**src/rtl/riscv_pkg.sv**
```systemverilog
// Shared RISC-V memory-subsystem types: bus widths, arbiter state and grant encodings.
`ifndef RISCV_ADDR_WIDTH
`define RISCV_ADDR_WIDTH 32
`endif
`ifndef RISCV_WORD_WIDTH
`define RISCV_WORD_WIDTH 32
`endif

package riscv_pkg;

    localparam int ADDR_W = `RISCV_ADDR_WIDTH;
    localparam int WORD_W = `RISCV_WORD_WIDTH;
    localparam int WE_W   = 4;
    localparam int CNT_W  = 8;

    typedef enum logic [1:0] {
        IDLE   = 2'd0,
        BUSY_I = 2'd1,
        BUSY_D = 2'd2
    } arb_state_e;

    // {d_granted, i_granted}
    typedef enum logic [1:0] {
        GNT_NONE = 2'b00,
        GNT_I    = 2'b01,
        GNT_D    = 2'b10
    } grant_e;

endpackage

```
**src/rtl/mem_arbiter.sv**
```systemverilog
// Two-port (instruction/data) arbiter onto one single-port RAM, round robin on ties,
// with a per-access watchdog that aborts a grant the RAM never answers.
//   state  | meaning
//   IDLE   | no access in flight, arbitrate pending requests
//   BUSY_I | instruction port owns the RAM
//   BUSY_D | data port owns the RAM
`ifndef RISCV_ADDR_WIDTH
`define RISCV_ADDR_WIDTH 32
`endif
`ifndef RISCV_WORD_WIDTH
`define RISCV_WORD_WIDTH 32
`endif

module mem_arbiter
    import riscv_pkg::*;
#(
    parameter int TIMEOUT = 255
) (
    input  logic                         clk,
    input  logic                         rst_n,
    input  logic                         imem_valid_i,
    output logic                         imem_ready_o,
    input  logic [`RISCV_ADDR_WIDTH-1:0] imem_addr_i,
    input  logic [`RISCV_WORD_WIDTH-1:0] imem_wdata_i,
    input  logic [3:0]                   imem_we_i,
    output logic [`RISCV_WORD_WIDTH-1:0] imem_rdata_o,
    input  logic                         dmem_valid_i,
    output logic                         dmem_ready_o,
    input  logic [`RISCV_ADDR_WIDTH-1:0] dmem_addr_i,
    input  logic [`RISCV_WORD_WIDTH-1:0] dmem_wdata_i,
    input  logic [3:0]                   dmem_we_i,
    output logic [`RISCV_WORD_WIDTH-1:0] dmem_rdata_o,
    output logic                         mem_valid_o,
    input  logic                         mem_ready_i,
    output logic [`RISCV_ADDR_WIDTH-1:0] mem_addr_o,
    output logic [`RISCV_WORD_WIDTH-1:0] mem_wdata_o,
    output logic [3:0]                   mem_we_o,
    input  logic [`RISCV_WORD_WIDTH-1:0] mem_rdata_i,
    output logic                         timeout_o,
    output logic [1:0]                   grant_o
);

    localparam logic [CNT_W-1:0] TIMEOUT_CNT = CNT_W'(TIMEOUT);

    arb_state_e       state_q, state_d;
    grant_e           last_q, last_d;
    logic [CNT_W-1:0] wait_cnt_q, wait_cnt_d, wait_cnt_inc;

    logic                         sel_d;
    logic                         req_valid;
    logic [`RISCV_ADDR_WIDTH-1:0] req_addr;
    logic [`RISCV_WORD_WIDTH-1:0] req_wdata;
    logic [3:0]                   req_we;

    always_ff @(posedge clk or negedge rst_n) begin
        if (!rst_n) begin
            state_q    <= IDLE;
            last_q     <= GNT_D;
            wait_cnt_q <= '0;
        end else begin
            state_q    <= state_d;
            last_q     <= last_d;
            wait_cnt_q <= wait_cnt_d;
        end
    end

    // Request fields are forwarded live from the owning port, never latched.
    assign sel_d     = (state_q == BUSY_D);
    assign req_valid = sel_d ? dmem_valid_i : imem_valid_i;
    assign req_addr  = sel_d ? dmem_addr_i  : imem_addr_i;
    assign req_wdata = sel_d ? dmem_wdata_i : imem_wdata_i;
    assign req_we    = sel_d ? dmem_we_i    : imem_we_i;

    assign wait_cnt_inc = (wait_cnt_q == {CNT_W{1'b1}}) ? wait_cnt_q : wait_cnt_q + 1'b1;
    assign imem_rdata_o = mem_rdata_i;
    assign dmem_rdata_o = mem_rdata_i;

    always_comb begin
        state_d      = state_q;
        last_d       = last_q;
        wait_cnt_d   = wait_cnt_q;
        mem_valid_o  = 1'b0;
        mem_addr_o   = '0;
        mem_wdata_o  = '0;
        mem_we_o     = '0;
        imem_ready_o = 1'b0;
        dmem_ready_o = 1'b0;
        timeout_o    = 1'b0;
        grant_o      = GNT_NONE;

        case (state_q)
            IDLE: begin
                wait_cnt_d = '0;
                if (imem_valid_i && dmem_valid_i) begin
                    state_d = (last_q == GNT_D) ? BUSY_I : BUSY_D;
                end else if (imem_valid_i) begin
                    state_d = BUSY_I;
                end else if (dmem_valid_i) begin
                    state_d = BUSY_D;
                end
            end
            BUSY_I, BUSY_D: begin
                grant_o      = sel_d ? GNT_D : GNT_I;
                mem_valid_o  = req_valid;
                mem_addr_o   = req_addr;
                mem_wdata_o  = req_wdata;
                mem_we_o     = req_we;
                imem_ready_o = !sel_d && mem_ready_i;
                dmem_ready_o = sel_d && mem_ready_i;
                if (!req_valid) begin
                    // Requester withdrew: release the RAM without touching fairness.
                    state_d = IDLE;
                end else if (mem_ready_i) begin
                    last_d  = sel_d ? GNT_D : GNT_I;
                    state_d = IDLE;
                end else begin
                    wait_cnt_d = wait_cnt_inc;
                    if (wait_cnt_inc == TIMEOUT_CNT) begin
                        timeout_o = 1'b1;
                        last_d    = sel_d ? GNT_D : GNT_I;
                        state_d   = IDLE;
                    end
                end
            end
            default: state_d = IDLE;
        endcase
    end

endmodule

```
**config.mk**
```make
export PLATFORM = sky130hd
export DESIGN_NAME = mem_arbiter
export DESIGN_NICKNAME = d
export VERILOG_FILES = /design/src/rtl/riscv_pkg.sv /design/src/rtl/mem_arbiter.sv
export SDC_FILE = /design/constraint.sdc
export NUM_CORES = 1
export LEC_CHECK = 0
export BUFFER_PORTS_ARGS = -buffer_cell sky130_fd_sc_hd__buf_2
export CAP_MARGIN = 20
export CORE_AREA = 4 4 117 119
export CTS_BUF_LIST = sky130_fd_sc_hd__clkbuf_4 sky130_fd_sc_hd__clkbuf_8
export DETAILED_ROUTE_END_ITERATION = 8
export DIE_AREA = 0 0 121 123
export GPL_ROUTABILITY_DRIVEN = 0
export GPL_TIMING_DRIVEN = 0
export PLACE_DENSITY = 0.64
export SETUP_SLACK_MARGIN = 0.3
export SLEW_MARGIN = 20
export SYNTH_ARGS = -nofsm -noshare
export SYNTH_HDL_FRONTEND = slang
export SYNTH_SLANG_ARGS = --single-unit
```
**constraint.sdc**
```tcl
create_clock -name clk -period 2.7 [get_ports clk]
set_input_delay 0.27 -clock clk [delete_from_list [all_inputs] [get_ports clk]]
set_output_delay 0.27 -clock clk [all_outputs]
set_load 0.01 [all_outputs]
```
==> results.py <==
metrics = {
    "layout": {
        "fillers": 1361,
        "layout_common_cells": "buf_2 (286), mux2i_1 (71), nor2b_1 (70), buf_4 (68)",
        "drive_gt1_share_pct": 62.69,
        "syn2layout_area_growth_pct": 68.27,
        "n_antenna_cell": 0,
        "layout_commonest_cell": "buf_2",
        "fin_nets": 773,
    },
    "floorplanning": {
        "floorplan.initialDensity_pct": 19.92,
        "io_pins": 311,
        "die_area_um2": 14880,
        "row_count": 41,
        "dieWidth_um": 121,
        "dieHeight_um": 123,
        "core_um2": 12570,
    },
    "synthesis": {
        "ys_seq_elements": 12,
        "ys_seq_area_share_pct": 12.04,
        "syn-num-nets": 487,
        "syn_area_per_cell_um2": 8.076,
        "syn-cell-area_um2": 2504,
        "netlist_instances": 310,
        "synth-warning-count": 0,
        "synth_cell_types": 41,
    },
    "grt": {
        "gr-total-overflow": 0,
        "antenna_found_initial": 0,
        "grt_pass1_wl_mm": 14.46,
        "grt_pass1_vias": 2751,
        "grt_use_total_pct": 11.93,
        "grt_max_degree": 13,
    },
    "pwr": {
        "p_int_uw": 1633,
        "p_clk_share_pct": 5.9,
        "p_sw_share_pct": 48.13,
        "combPwrFrac_pct": 86.1,
        "power_density_nw_per_um2": 747.4,
        "p_leak_uw": 0.002366,
        "seqPwrFrac_pct": 8.0,
        "max-vdd-ir-drop_uv": 415.8,
        "p_sw_uw": 1516,
    },
    "cts": {
        "root_buffer": "clkbuf_8",
        "clock_sinks": 12,
        "clk_pin_slew_worst_paths_ns": 0.05,
        "cts_tree": "yes",
        "cts_buffers": 3,
        "clkLatencyLatePin_ns": 0.24,
        "cts.path.max_buffers": 2,
        "cts_max_level": 1,
    },
    "sta": {
        "setup_viol": 0,
        "worst_pin_slew_ns": 0.4836,
        "finalCritPeriodShare_pct": 88.22,
        "rsz0062_at_grt": "true",
        "tns_ns": 0,
        "fin_skew_ns": 0.002416,
        "fmax_mhz": 419.8,
        "fin_ws_ns": 0.3179,
        "slew_violations": 0,
        "finalHoldViolations": 0,
        "period_minus_slack_ns": 2.382,
        "slew_headroom_pct": 67.69,
    },
    "placed_design": {
        "io_buffers": 278,
        "dp_hpwl_mm": 9.201,
        "place_ws_ns": 0.1830,
    },
    "drt": {
        "vias": 3010,
        "firstDrtPassIters": 4,
        "drt-vias-per-instance": 3.924,
        "drtIter0Drc": 76,
        "drt-wirelength-per-cell_um": 13.72,
        "detail-route-antenna-nets": 0,
        "drcViolationCount": 0,
        "wl_mm": 10.52,
    },
    "critical_path": {
        "crit_type": "flip-flop to output port",
        "cpLargestDelayFamily": "simple AND/OR/NAND/NOR gates",
        "cp_slowest_stage_delay_ns": 0.40,
        "cp_max_fo": 10,
        "cp-end-kind": "output port",
        "rrSetupSlack_ns": 0.52,
        "start_kind": "flip-flop",
        "crit_arrival_ns": 2.11,
        "worst_path_max_delay_cell": "dfrtp_1",
        "critPathRequiredTime_ns": 2.43,
        "cp_num_buf_inv": 3,
        "crit_chain": "inv_1 -> ha_1 -> buf_4 -> mux2i_1 -> nor2b_2 -> nand2b_1 -> nor4_1 -> buf_2",
    },
    "run_status": {
        "status": "finished clean",
    },
    "hold_path": {
        "min_path_type": "input pin to flip-flop",
    },
    "flow_run": {
        "maxCapViolCount": 0,
    },
}
-- metal layers --
layer | up-vias | global-route usage [%] | wire length (um)
met3 | 2 | 2.699 | 1052
met2 | 151 | 22.20 | 5407
li1 | 1555 | - | -
met4 | 0 | 0.9207 | 19
met1 | 1302 | 14.60 | 4045
met5 | - | 0 | 0
-- cell families (layout without fill, tap and decap cells) --
group | Yosys count | in the layout | synth area share [%]
and+or+nand+nor | 110 | 110 | 26.29
adders and majority gates | 4 | 4 | 1.999
muxes | 72 | 72 | 28.84
AOI/OAI and AO/OA | 23 | 23 | 7.096
buffers and inverters | 88 | 373 | 23.39
DFF | 12 | 12 | 12.04
xor gates and xnor gates | 1 | 1 | 0.3499
-- worst paths after layout --
check                      depth (start not counted)             to           from
setup / recovery                                   8      timeout_o     state_q[0]
hold / removal                                     2     state_q[0]   imem_valid_i
setup reg to reg                                   8      last_q[1]  wait_cnt_q[0]
hold reg to reg                                    2      last_q[0]      last_q[0]
max in group asynchronous                          2      last_q[1]          rst_n
min in group asynchronous                          2  wait_cnt_q[4]          rst_n
-- area by class of cell --
cell class,instances,area [um2],share of cell area (%)
inverters,5,18.77,0.4455
multi-input cells,210,1632,38.73
clock buffers,4,48.80,1.158
repair buffers,281,1416,33.62
flip-flops and latches,12,301.5,7.158
plain buffers,83,580.6,13.78
well taps,172,215.2,5.108
-- Yosys cell counts --
| cell | number | area (um2) |
|---|---|---|
| a211oi_1 | 1 | 7.510 |
| a211oi_4 | 1 | 20.02 |
| a21oi_1 | 1 | 5.000 |
| a221o_1 | 1 | 10.01 |
| a22o_2 | 1 | 10.01 |
| a31oi_1 | 2 | 12.51 |
| a32o_1 | 2 | 20.02 |
| and2_1 | 3 | 18.77 |
| and2_2 | 1 | 7.510 |
| and3_1 | 3 | 18.77 |
| and3_4 | 1 | 11.26 |
| and4_1 | 1 | 8.760 |
| and4_4 | 1 | 11.26 |
| buf_1 | 7 | 26.28 |
| buf_2 | 3 | 15.01 |
| buf_4 | 65 | 488.0 |
| buf_6 | 1 | 11.26 |
| clkbuf_1 | 7 | 26.28 |
| dfrtp_1 | 11 | 275.3 |
| dfstp_2 | 1 | 26.28 |
| ha_1 | 4 | 50.05 |
| inv_1 | 5 | 18.77 |
| mux2_1 | 1 | 11.26 |
| mux2i_1 | 71 | 710.7 |
| nand2_1 | 11 | 41.29 |
| nand2b_1 | 1 | 6.260 |
| nand3_1 | 2 | 10.01 |
| nand3b_1 | 1 | 7.510 |
| nand4_1 | 4 | 25.02 |
| nor2_1 | 7 | 26.28 |
| nor2b_1 | 71 | 444.2 |
| nor3_1 | 1 | 5.000 |
| nor3_2 | 1 | 10.01 |
| nor4_1 | 1 | 6.260 |
| o2111ai_1 | 1 | 8.760 |
| o21a_1 | 2 | 15.01 |
| o21a_2 | 1 | 8.760 |
| o21ai_0 | 8 | 40.04 |
| o221a_2 | 1 | 11.26 |
| o32ai_1 | 1 | 8.760 |
| xnor2_1 | 1 | 8.760 |
-- power groups by stage --
stage,clock network (uW),registers (uW),logic (uW)
CTS,187,254,2740
finish,185,253,2710
global placement,0,255,2710
detailed placement,0,256,2700
floorplan,0,247,1710
global route,195,260,2960
-- repair_timing --
action / in CTS / in global routing
hold endpoints to repair: 11 / 0
hold buffers: 1 / 0
endpoints found under the setup margin: 67 / 12
setup buffers: 0 / 2
resized for setup: 10 / 3
-- metrics by stage --
| stage | instances | utilization [%] | power [uW] | hold WS (ns) | instance area (um2) |
|---|---|---|---|---|---|
| 2_1_floorplan | 310 | - | 1953 | -0.02559 | 2504 |
| 3_3_place_gp | 760 | 32.70 | 2963 | 0.1723 | 4110 |
| 3_5_place_dp | 760 | 32.70 | 2957 | 0.1726 | 4110 |
| 4_1_cts | 765 | 33.29 | 3176 | 0.3436 | 4184 |
| 5_1_grt | 767 | 33.52 | 3417 | 0.3521 | 4213 |
| 6_report | 767 | 33.52 | 3149 | 0.3444 | 4213 |
-- flip-flops by register name, indices dropped and copies added, names as in the netlist --
| register | flops |
|---|---|
| last_q | 2 |
| state_q | 2 |
| wait_cnt_q | 8 |
-- worst register-to-register path, delay by kind of cell (launching register included) --
family | cells | cell delay (ns)
AO/OA/AOI/OAI | 2 | 0.46
multiplexers | 1 | 0.32
XOR/XNOR | 1 | 0.13
adder cells (fa/ha/maj) | 1 | 0.22
buffers and inverters | 1 | 0.14
flip-flops | 1 | 0.42
AND/OR/NAND/NOR | 2 | 0.42
No activity file was read; power rests on OpenSTA's default activity.
